<file path="src/rtl/stream_demux_router.sv">
// Packet-atomic demultiplexer: routes a merged id/qos/last stream to STREAM_COUNT
// one-deep registered output slices, discarding and counting packets with an out-of-range id.
module stream_demux_router #(
    parameter int T_DATA_WIDTH   = 8,
    parameter int T_QOS__WIDTH   = 4,
    parameter int STREAM_COUNT   = 2,
    parameter int T_ID___WIDTH   = $clog2(STREAM_COUNT),
    parameter int DROP_CNT_WIDTH = 16
) (
    input  logic                      clk_i,
    input  logic                      rst_n,
    input  logic [T_DATA_WIDTH-1:0]   s_data_i,
    input  logic [T_QOS__WIDTH-1:0]   s_qos_i,
    input  logic [T_ID___WIDTH-1:0]   s_id_i,
    input  logic                      s_last_i,
    input  logic                      s_valid_i,
    output logic                      s_ready_o,
    output logic [T_DATA_WIDTH-1:0]   m_data_o  [STREAM_COUNT],
    output logic [T_QOS__WIDTH-1:0]   m_qos_o   [STREAM_COUNT],
    output logic [STREAM_COUNT-1:0]   m_last_o,
    output logic [STREAM_COUNT-1:0]   m_valid_o,
    input  logic [STREAM_COUNT-1:0]   m_ready_i,
    output logic                      drop_pkt_o,
    output logic [DROP_CNT_WIDTH-1:0] drop_cnt_o
);

    typedef enum logic [1:0] {
        ST_IDLE,
        ST_PKT,
        ST_DROP
    } state_t;

    state_t                  state_q, state_d;
    logic [T_ID___WIDTH-1:0] lock_id_q, lock_id_d;
    logic [T_ID___WIDTH-1:0] route;
    logic                    id_valid;
    logic                    discard;
    logic                    route_busy;
    logic                    accept;
    logic                    drop_evt;
    logic [STREAM_COUNT-1:0] load;

    // NOTE: every signal written here gets a default first, so no path can infer a latch.
    always_comb begin
        state_d    = state_q;
        lock_id_d  = lock_id_q;
        drop_evt   = 1'b0;
        route_busy = 1'b0;
        load       = '0;

        id_valid = int'(s_id_i) < STREAM_COUNT;
        route    = (state_q == ST_PKT) ? lock_id_q : s_id_i;
        discard  = (state_q == ST_DROP) || ((state_q == ST_IDLE) && !id_valid);

        // Only the routed slice can stall the input; idle outputs drain on their own.
        for (int i = 0; i < STREAM_COUNT; i++) begin
            if (route == T_ID___WIDTH'(i)) begin
                route_busy = m_valid_o[i] & ~m_ready_i[i];
            end
        end

        s_ready_o = discard | ~route_busy;
        accept    = s_valid_i & s_ready_o;

        for (int i = 0; i < STREAM_COUNT; i++) begin
            load[i] = accept & ~discard & (route == T_ID___WIDTH'(i));
        end

        case (state_q)
            ST_IDLE: begin
                if (accept) begin
                    if (id_valid) begin
                        if (!s_last_i) begin
                            state_d   = ST_PKT;
                            lock_id_d = s_id_i;
                        end
                    end else if (s_last_i) begin
                        drop_evt = 1'b1;
                    end else begin
                        state_d = ST_DROP;
                    end
                end
            end
            ST_PKT: begin
                if (accept && s_last_i) begin
                    state_d = ST_IDLE;
                end
            end
            ST_DROP: begin
                if (accept && s_last_i) begin
                    state_d  = ST_IDLE;
                    drop_evt = 1'b1;
                end
            end
            default: state_d = ST_IDLE;
        endcase
    end

    // NOTE: sequential state uses non-blocking assignments so every register samples pre-edge values.
    always_ff @(posedge clk_i or negedge rst_n) begin
        if (!rst_n) begin
            state_q   <= ST_IDLE;
            lock_id_q <= '0;
        end else begin
            state_q   <= state_d;
            lock_id_q <= lock_id_d;
        end
    end

    // NOTE: slice payloads are reset as well, so a reset flushes everything in flight to a known zero.
    always_ff @(posedge clk_i or negedge rst_n) begin
        if (!rst_n) begin
            m_valid_o <= '0;
            m_last_o  <= '0;
            for (int i = 0; i < STREAM_COUNT; i++) begin
                m_data_o[i] <= '0;
                m_qos_o[i]  <= '0;
            end
        end else begin
            for (int i = 0; i < STREAM_COUNT; i++) begin
                if (load[i]) begin
                    m_valid_o[i] <= 1'b1;
                    m_last_o[i]  <= s_last_i;
                    m_data_o[i]  <= s_data_i;
                    m_qos_o[i]   <= s_qos_i;
                end else if (m_ready_i[i]) begin
                    m_valid_o[i] <= 1'b0;
                end
            end
        end
    end

    always_ff @(posedge clk_i or negedge rst_n) begin
        if (!rst_n) begin
            drop_pkt_o <= 1'b0;
            drop_cnt_o <= '0;
        end else begin
            drop_pkt_o <= drop_evt;
            if (drop_evt && (drop_cnt_o != '1)) begin
                drop_cnt_o <= drop_cnt_o + 1'b1;
            end
        end
    end

endmodule

</file>
<file path="config.mk">
export PLATFORM = sky130hd
export DESIGN_NAME = stream_demux_router
export DESIGN_NICKNAME = d
export VERILOG_FILES = /design/src/rtl/stream_demux_router.sv
export SDC_FILE = /design/constraint.sdc
export NUM_CORES = 1
export LEC_CHECK = 0
export CELL_PAD_IN_SITES_DETAIL_PLACEMENT = 1
export CELL_PAD_IN_SITES_GLOBAL_PLACEMENT = 1
export CORE_ASPECT_RATIO = 0.5
export CORE_UTILIZATION = 30
export DETAILED_ROUTE_END_ITERATION = 8
export PLACE_DENSITY = 0.82
export SKIP_LAST_GASP = 1
export SLEW_MARGIN = 5
export SYNTH_ARGS = -nofsm -noshare
export SYNTH_HDL_FRONTEND = slang
export SYNTH_SLANG_ARGS = --single-unit
</file>
<file path="constraint.sdc">
create_clock -name clk_i -period 2.4 [get_ports clk_i]
set_clock_uncertainty 0.2 [all_clocks]
set_input_delay 0.24 -clock clk_i [delete_from_list [all_inputs] [get_ports clk_i]]
set_output_delay 0.24 -clock clk_i [all_outputs]
set_load 0.01 [all_outputs]
</file>
==> run metrics, run 1 <==
final hold viol count=0; pins over their slew limit=0; leakage=0.816 nW; Clock Sinks=30; crit path launch type=flop; Root Buffer Master=clkbuf_8; Final nets=162; Cell Rows=16; Setup WS post-layout=0.112 ns; Synth area leader=dfrtp_1; number of global-route vias before repair=911; pre-CTS WS=0.156 ns; clock latency on the worst-skew pair=0.28 ns; final setup fails=0; run status=complete, no violations; Worst-path clk slew=0.07 ns; layout cells sized above 1=28.5%; worst endpoint data arrival time=1.85 ns; Fillers=420; Seq/Total Area, Yosys=57.9%; Finished Core Util=46.8%; flops & latches, synth=30; minimum clock period=2.29 ns; Synth area leaders=dfrtp_1 58%, mux2_2 23%, buf_4 10%; wire per inst=13.8 um; clk buf depth=2; Post-Syn Area per Cell=14.4 um2; antenna violations before repair=0; DRC violation count after routing=0; Initial Util=32.2%; R2R depth=4; crit share post-route=95.3%; grt total ovfl=0; Overall Global Routing Usage=13.4%; Ports=65; drt pass-1 iters=2; Critical Path Fanout Max=4; Post-Syn Instances=90; via/cell ratio=4.13; global placement routability congestion=0.667; number of setup buffers added after CTS=0; Core Footprint=4020 um2; TritonCTS Buffers=5; RSZ-0062 raised after global routing=false; via count=818; initial DRC count=23; Design Power=0.00248 W; die area=4610 um2; worst IR drop on VDD=0.394 mV; final WL=2730 um; CP Class=reg -> out; hold crit path type=in -> async; setup TNS=0 ns; antenna cell count=0; most frequent cells in the layout=47 x clkdlybuf4s50_1, 30 x dfrtp_1, 27 x mux2_2; die width=95.0 um; distinct cell type count after synthesis=15; CTS tree=done; Die Span Y=48.5 um; Worst Path Required=1.96 ns; Synth-to-Final Area Change=45.1%; Power Density=1320 nW/um2; Fmax=0.437 GHz; first-pass GRT wire length=4530 um; H-tree depth=2; hold slack=0.151 ns; leading cell type in the layout, fill and taps excluded=clkdlybuf4s50_1; Crit. End Element=primary output; max cap viols=0; IO buf count=47; Synth warnings=0; largest net degree at the start of global routing=31; mapped cell area=1300 um2; antenna viol nets, final=0; top cell type's share of synthesized area=57.9%
==> cell families after synthesis <==
logic type	count (synthesis)	synth area share [%]
compound gates	3	1.45
buf+inv	19	10.8
flops	30	57.9
mux	28	24.2
other cells	1	0.289
simple gates	9	5.40
==> Yosys cell counts, drive strengths merged <==
cell    number
a21oi        1
a31o         1
buf         19
conb         1
dfrtp       30
mux2        27
mux2i        1
nand2        2
nand2b       2
nand3        3
nand3b       1
o21ai        1
or4b         1
==> sequential cells by signal, summed over array words and instances, names as in the netlist <==
name       flops
lock_id_q      1
m_valid_o      2
m_data_o      16
m_qos_o        8
state_q        1
m_last_o       2
==> per-stage QoR <==
step	std cells	area, um2
finish	198	1880
global route	198	1880
global placement	190	1770
CTS	198	1880
detailed placement	190	1770
floorplan	106	1360
==> area by class of cell <==
class	instances	area, um2	area share [%]
timing repair buffer	49	485	25.8
tap	54	67.6	3.59
clock inverter	3	40.0	2.13
sequential	30	751	39.9
clock buffer	5	68.8	3.65
multi-input combinational	57	470	25.0
==> report_power, final <==
| group | internal [W] | switching [W] |
|---|---|---|
| Clock | 0.000305 | 0.000193 |
| Sequential | 0.000761 | 0.000142 |
| Combinational | 0.000683 | 0.000395 |
==> layer usage <==
| layer | up-vias | wire length, um | track usage [%] |
|---|---|---|---|
| met4 | 0 | 36 | 6.06 |
| met1 | 408 | 1110 | 14.8 |
| met3 | 4 | 140 | 4.25 |
| met5 | - | 0 | 0 |
| li1 | 377 | - | - |
| met2 | 29 | 1440 | 23.4 |
==> path summary, 6_finish.rpt <==
check,slack (ns),startpoint,end
setup reg to reg,0.54,state_q[0],lock_id_q
hold reg to reg,0.30,m_data_o[0],m_data_o[0]
setup / recovery,0.11,state_q[0],s_ready_o
max in group asynchronous,1.57,rst_n,m_qos_o[4]
hold / removal,0.15,rst_n,m_data_o[6]
min in group clk_i,0.30,m_data_o[0],m_data_o[0]
==> critical path, cell delays in order, from the launching register on <==
cell and delay, ns:
dfrtp_1 0.41, mux2i_2 0.31, mux2_2 0.37, clkdlybuf4s50_1 0.47
==> what timing repair did <==
action,in CTS,in global routing
endpoints found under the setup margin,0,1
gates resized for setup,0,1
hold buffers,0,0
hold endpoints to repair,0,0
(Power assumes the default switching activity.)
==> run 2: changes to the inputs <==
GPL_ROUTABILITY_DRIVEN = 0   (was not set)
==> results of run 2 <==
The final DEF is identical to that of run 1; final timing and power are the same.
==> run 3: changes to the inputs <==
ABC_AREA = 1   (was not set)
CORE_MARGIN = 2   (was not set)
PLACE_DENSITY = 0.83   (was 0.82)
==> run metrics, run 3 <==
Final nets=210 (+30%); Overall Global Routing Usage=11.8% (-1.6 points); largest registers=m_data_o (16), m_qos_o (8); distinct cell type count after synthesis=14 (-1); most common cell in the netlist=nand2_1; die area=5390 um2 (+17%); most frequent cells after synthesis=35 x nand2_1, 30 x dfrtp_1, 26 x o21ai_2, 17 x buf_4, 16 x inv_1; crit path launch=state_q[0]; dpl cells=250 (+32%); Worst-path clk slew=0.06 ns (about the same); IO buf count=47 (unchanged); crit path launch type=flop; Finished Core Util=43.8% (-3.0 points); Synth area leaders=dfrtp_1 52%, o21ai_2 16%, nand2_1 9.2%; Synth-to-Final Area Change=37.1%; antenna viol nets, final=0 (unchanged); worst endpoint data arrival time=1.64 ns (-0.21 ns); first-pass GRT wire length=4740 um (+4.6%); Power Density=1220 nW/um2 (-7.7%); Reg with most FFs=m_data_o; via/cell ratio=3.96 (-4.0%); CTS resizes=0 (unchanged); worst IR drop on VDD=0.273 mV (-31%); Root Buffer Master=clkbuf_8; Post-synth ARST share=100% (unchanged); Ports=65 (unchanged); mapped cell area=1440 um2 (+11%); clk buf depth=2 (unchanged); drt pass-1 iters=4 (+2); top cell type's share of synthesized area=52.3% (-5.5 points); most frequent cells in the layout=47 x clkdlybuf4s50_1, 35 x nand2_1, 30 x dfrtp_1; die width=102 um (+7.2%); Cell Rows=17 (+1); r2r endpoint=m_data_o[1]; Synth area leader=dfrtp_1; Final Non-Filler Cells=257 (+30%); leakage=0.932 nW (+14%); max reg flops=16 (unchanged); final WL=2920 um (+6.8%); Synth warnings=0 (unchanged); initial DRC count=22 (-4.3%); layout cells sized above 1=20.4% (-8.1 points); crit path to=s_ready_o; Fmax=0.480 GHz (+9.8%); flops & latches, synth=30 (unchanged); CP Class=reg -> out; grt total ovfl=0 (unchanged); CTS Hold Bufs=0 (unchanged); Die Span Y=52.9 um (+9.1%); R2R depth=6 (+2); wire per inst=11.4 um (-18%); Core Footprint=4490 um2 (+12%); Critical Path Fanout Max=4 (unchanged); number of global-route vias before repair=1001 (+9.9%); TritonCTS Buffers=5 (unchanged); Worst Path Required=1.96 ns (about the same); EDFF count, synth=0 (unchanged); pins over their slew limit=0 (unchanged); final hold viol count=0 (unchanged); Seq/Total Area, Yosys=52.3% (-5.5 points); minimum clock period=2.08 ns (-0.204 ns); max cap viols=0 (unchanged); crit share post-route=86.8% (-8.5 points); Crit. End Element=primary output; DRC violation count after routing=0 (unchanged); pre-CTS WS=0.321 ns (+0.166 ns); Clock Sinks=30 (unchanged); antenna violations before repair=0 (unchanged); CTS tree=done; leading cell type in the layout, fill and taps excluded=clkdlybuf4s50_1; number of setup buffers added after CTS=0 (unchanged); final setup fails=0 (unchanged); hold crit path type=in -> async; largest net degree at the start of global routing=31 (unchanged); Post-Syn Area per Cell=10.3 um2 (-29%); H-tree depth=2 (unchanged); antenna cell count=0 (unchanged); via count=1019 (+25%); dpl hpwl=2160 um; worst r2r src=state_q[0]; Primary FF master, synth=dfrtp_1; clock latency on the worst-skew pair=0.27 ns (about the same); run status=complete, no violations; Post-Syn Instances=140 (+56%); Setup WS post-layout=0.316 ns (+0.204 ns); RSZ-0062 raised after global routing=false; setup TNS=0 ns (unchanged); FF-to-FF setup slack=0.82 ns (+0.28 ns); Initial Util=32.0% (-0.27 points)
## run 3: logic make-up after synthesis
logic type             share of synthesized area (%)
other                                          0.261
AOI/OAI and AO/OA                               16.2
and+or+nand+nor                                 15.0
DFF                                             52.3
buffers and inverters                           16.2
## run 3: area by class of cell
type / count / area, um2
flip-flops and latches: 30 / 751
repair buffers: 49 / 485
multi-input cells: 89 / 512
clock buffers: 7 / 76.3
fillers: 511 / 2520
inverters: 16 / 60.1
well taps: 66 / 82.6
## run 3: how the worst min path moves through the flow
stage / to / depth (start not counted) / startpoint / slack, ns
floorplan: lock_id_q / 0 / rst_n / -0.26
global placement: m_data_o[2] / 2 / m_data_o[2] / 0.27
detailed placement: m_data_o[10] / 2 / m_data_o[10] / 0.27
CTS: m_valid_o[0] / 2 / rst_n / 0.17
global route: state_q[0] / 2 / rst_n / 0.20
finish: state_q[0] / 2 / rst_n / 0.16
## run 3: through the flow
stage	hold slack (ns)	area (um2)	power, W
after detailed placement	0.272	1890	0.00205
after global routing	0.198	1970	0.00257
after CTS	0.172	1970	0.00244
final	0.163	1970	0.00239
after floorplan	-0.256	1500	0.00149
after global placement	0.267	1890	0.00201
## run 3: worst max-delay path: stages, from the launching register on
cell and delay, ns:
dfrtp_1 0.42, inv_1 0.08, nand2_2 0.08, nand2_2 0.10, nand2_1 0.07, nand2_2 0.09
clkdlybuf4s50_1 0.55
## run 3: power breakdown
group / internal (W) / switching [W]
sequential: 0.000744 / 0.000136
combinational: 0.000601 / 0.000540
clock: 0.000199 / 0.000170
total: 0.00154 / 0.000847
## run 3: routing by layer
metal,track usage (%),up-vias,wire length [um]
met2,20.3,29,1550
li1,-,501,-
met3,3.17,5,151
met5,0,-,0
met4,5.33,0,43
met1,14.0,484,1170
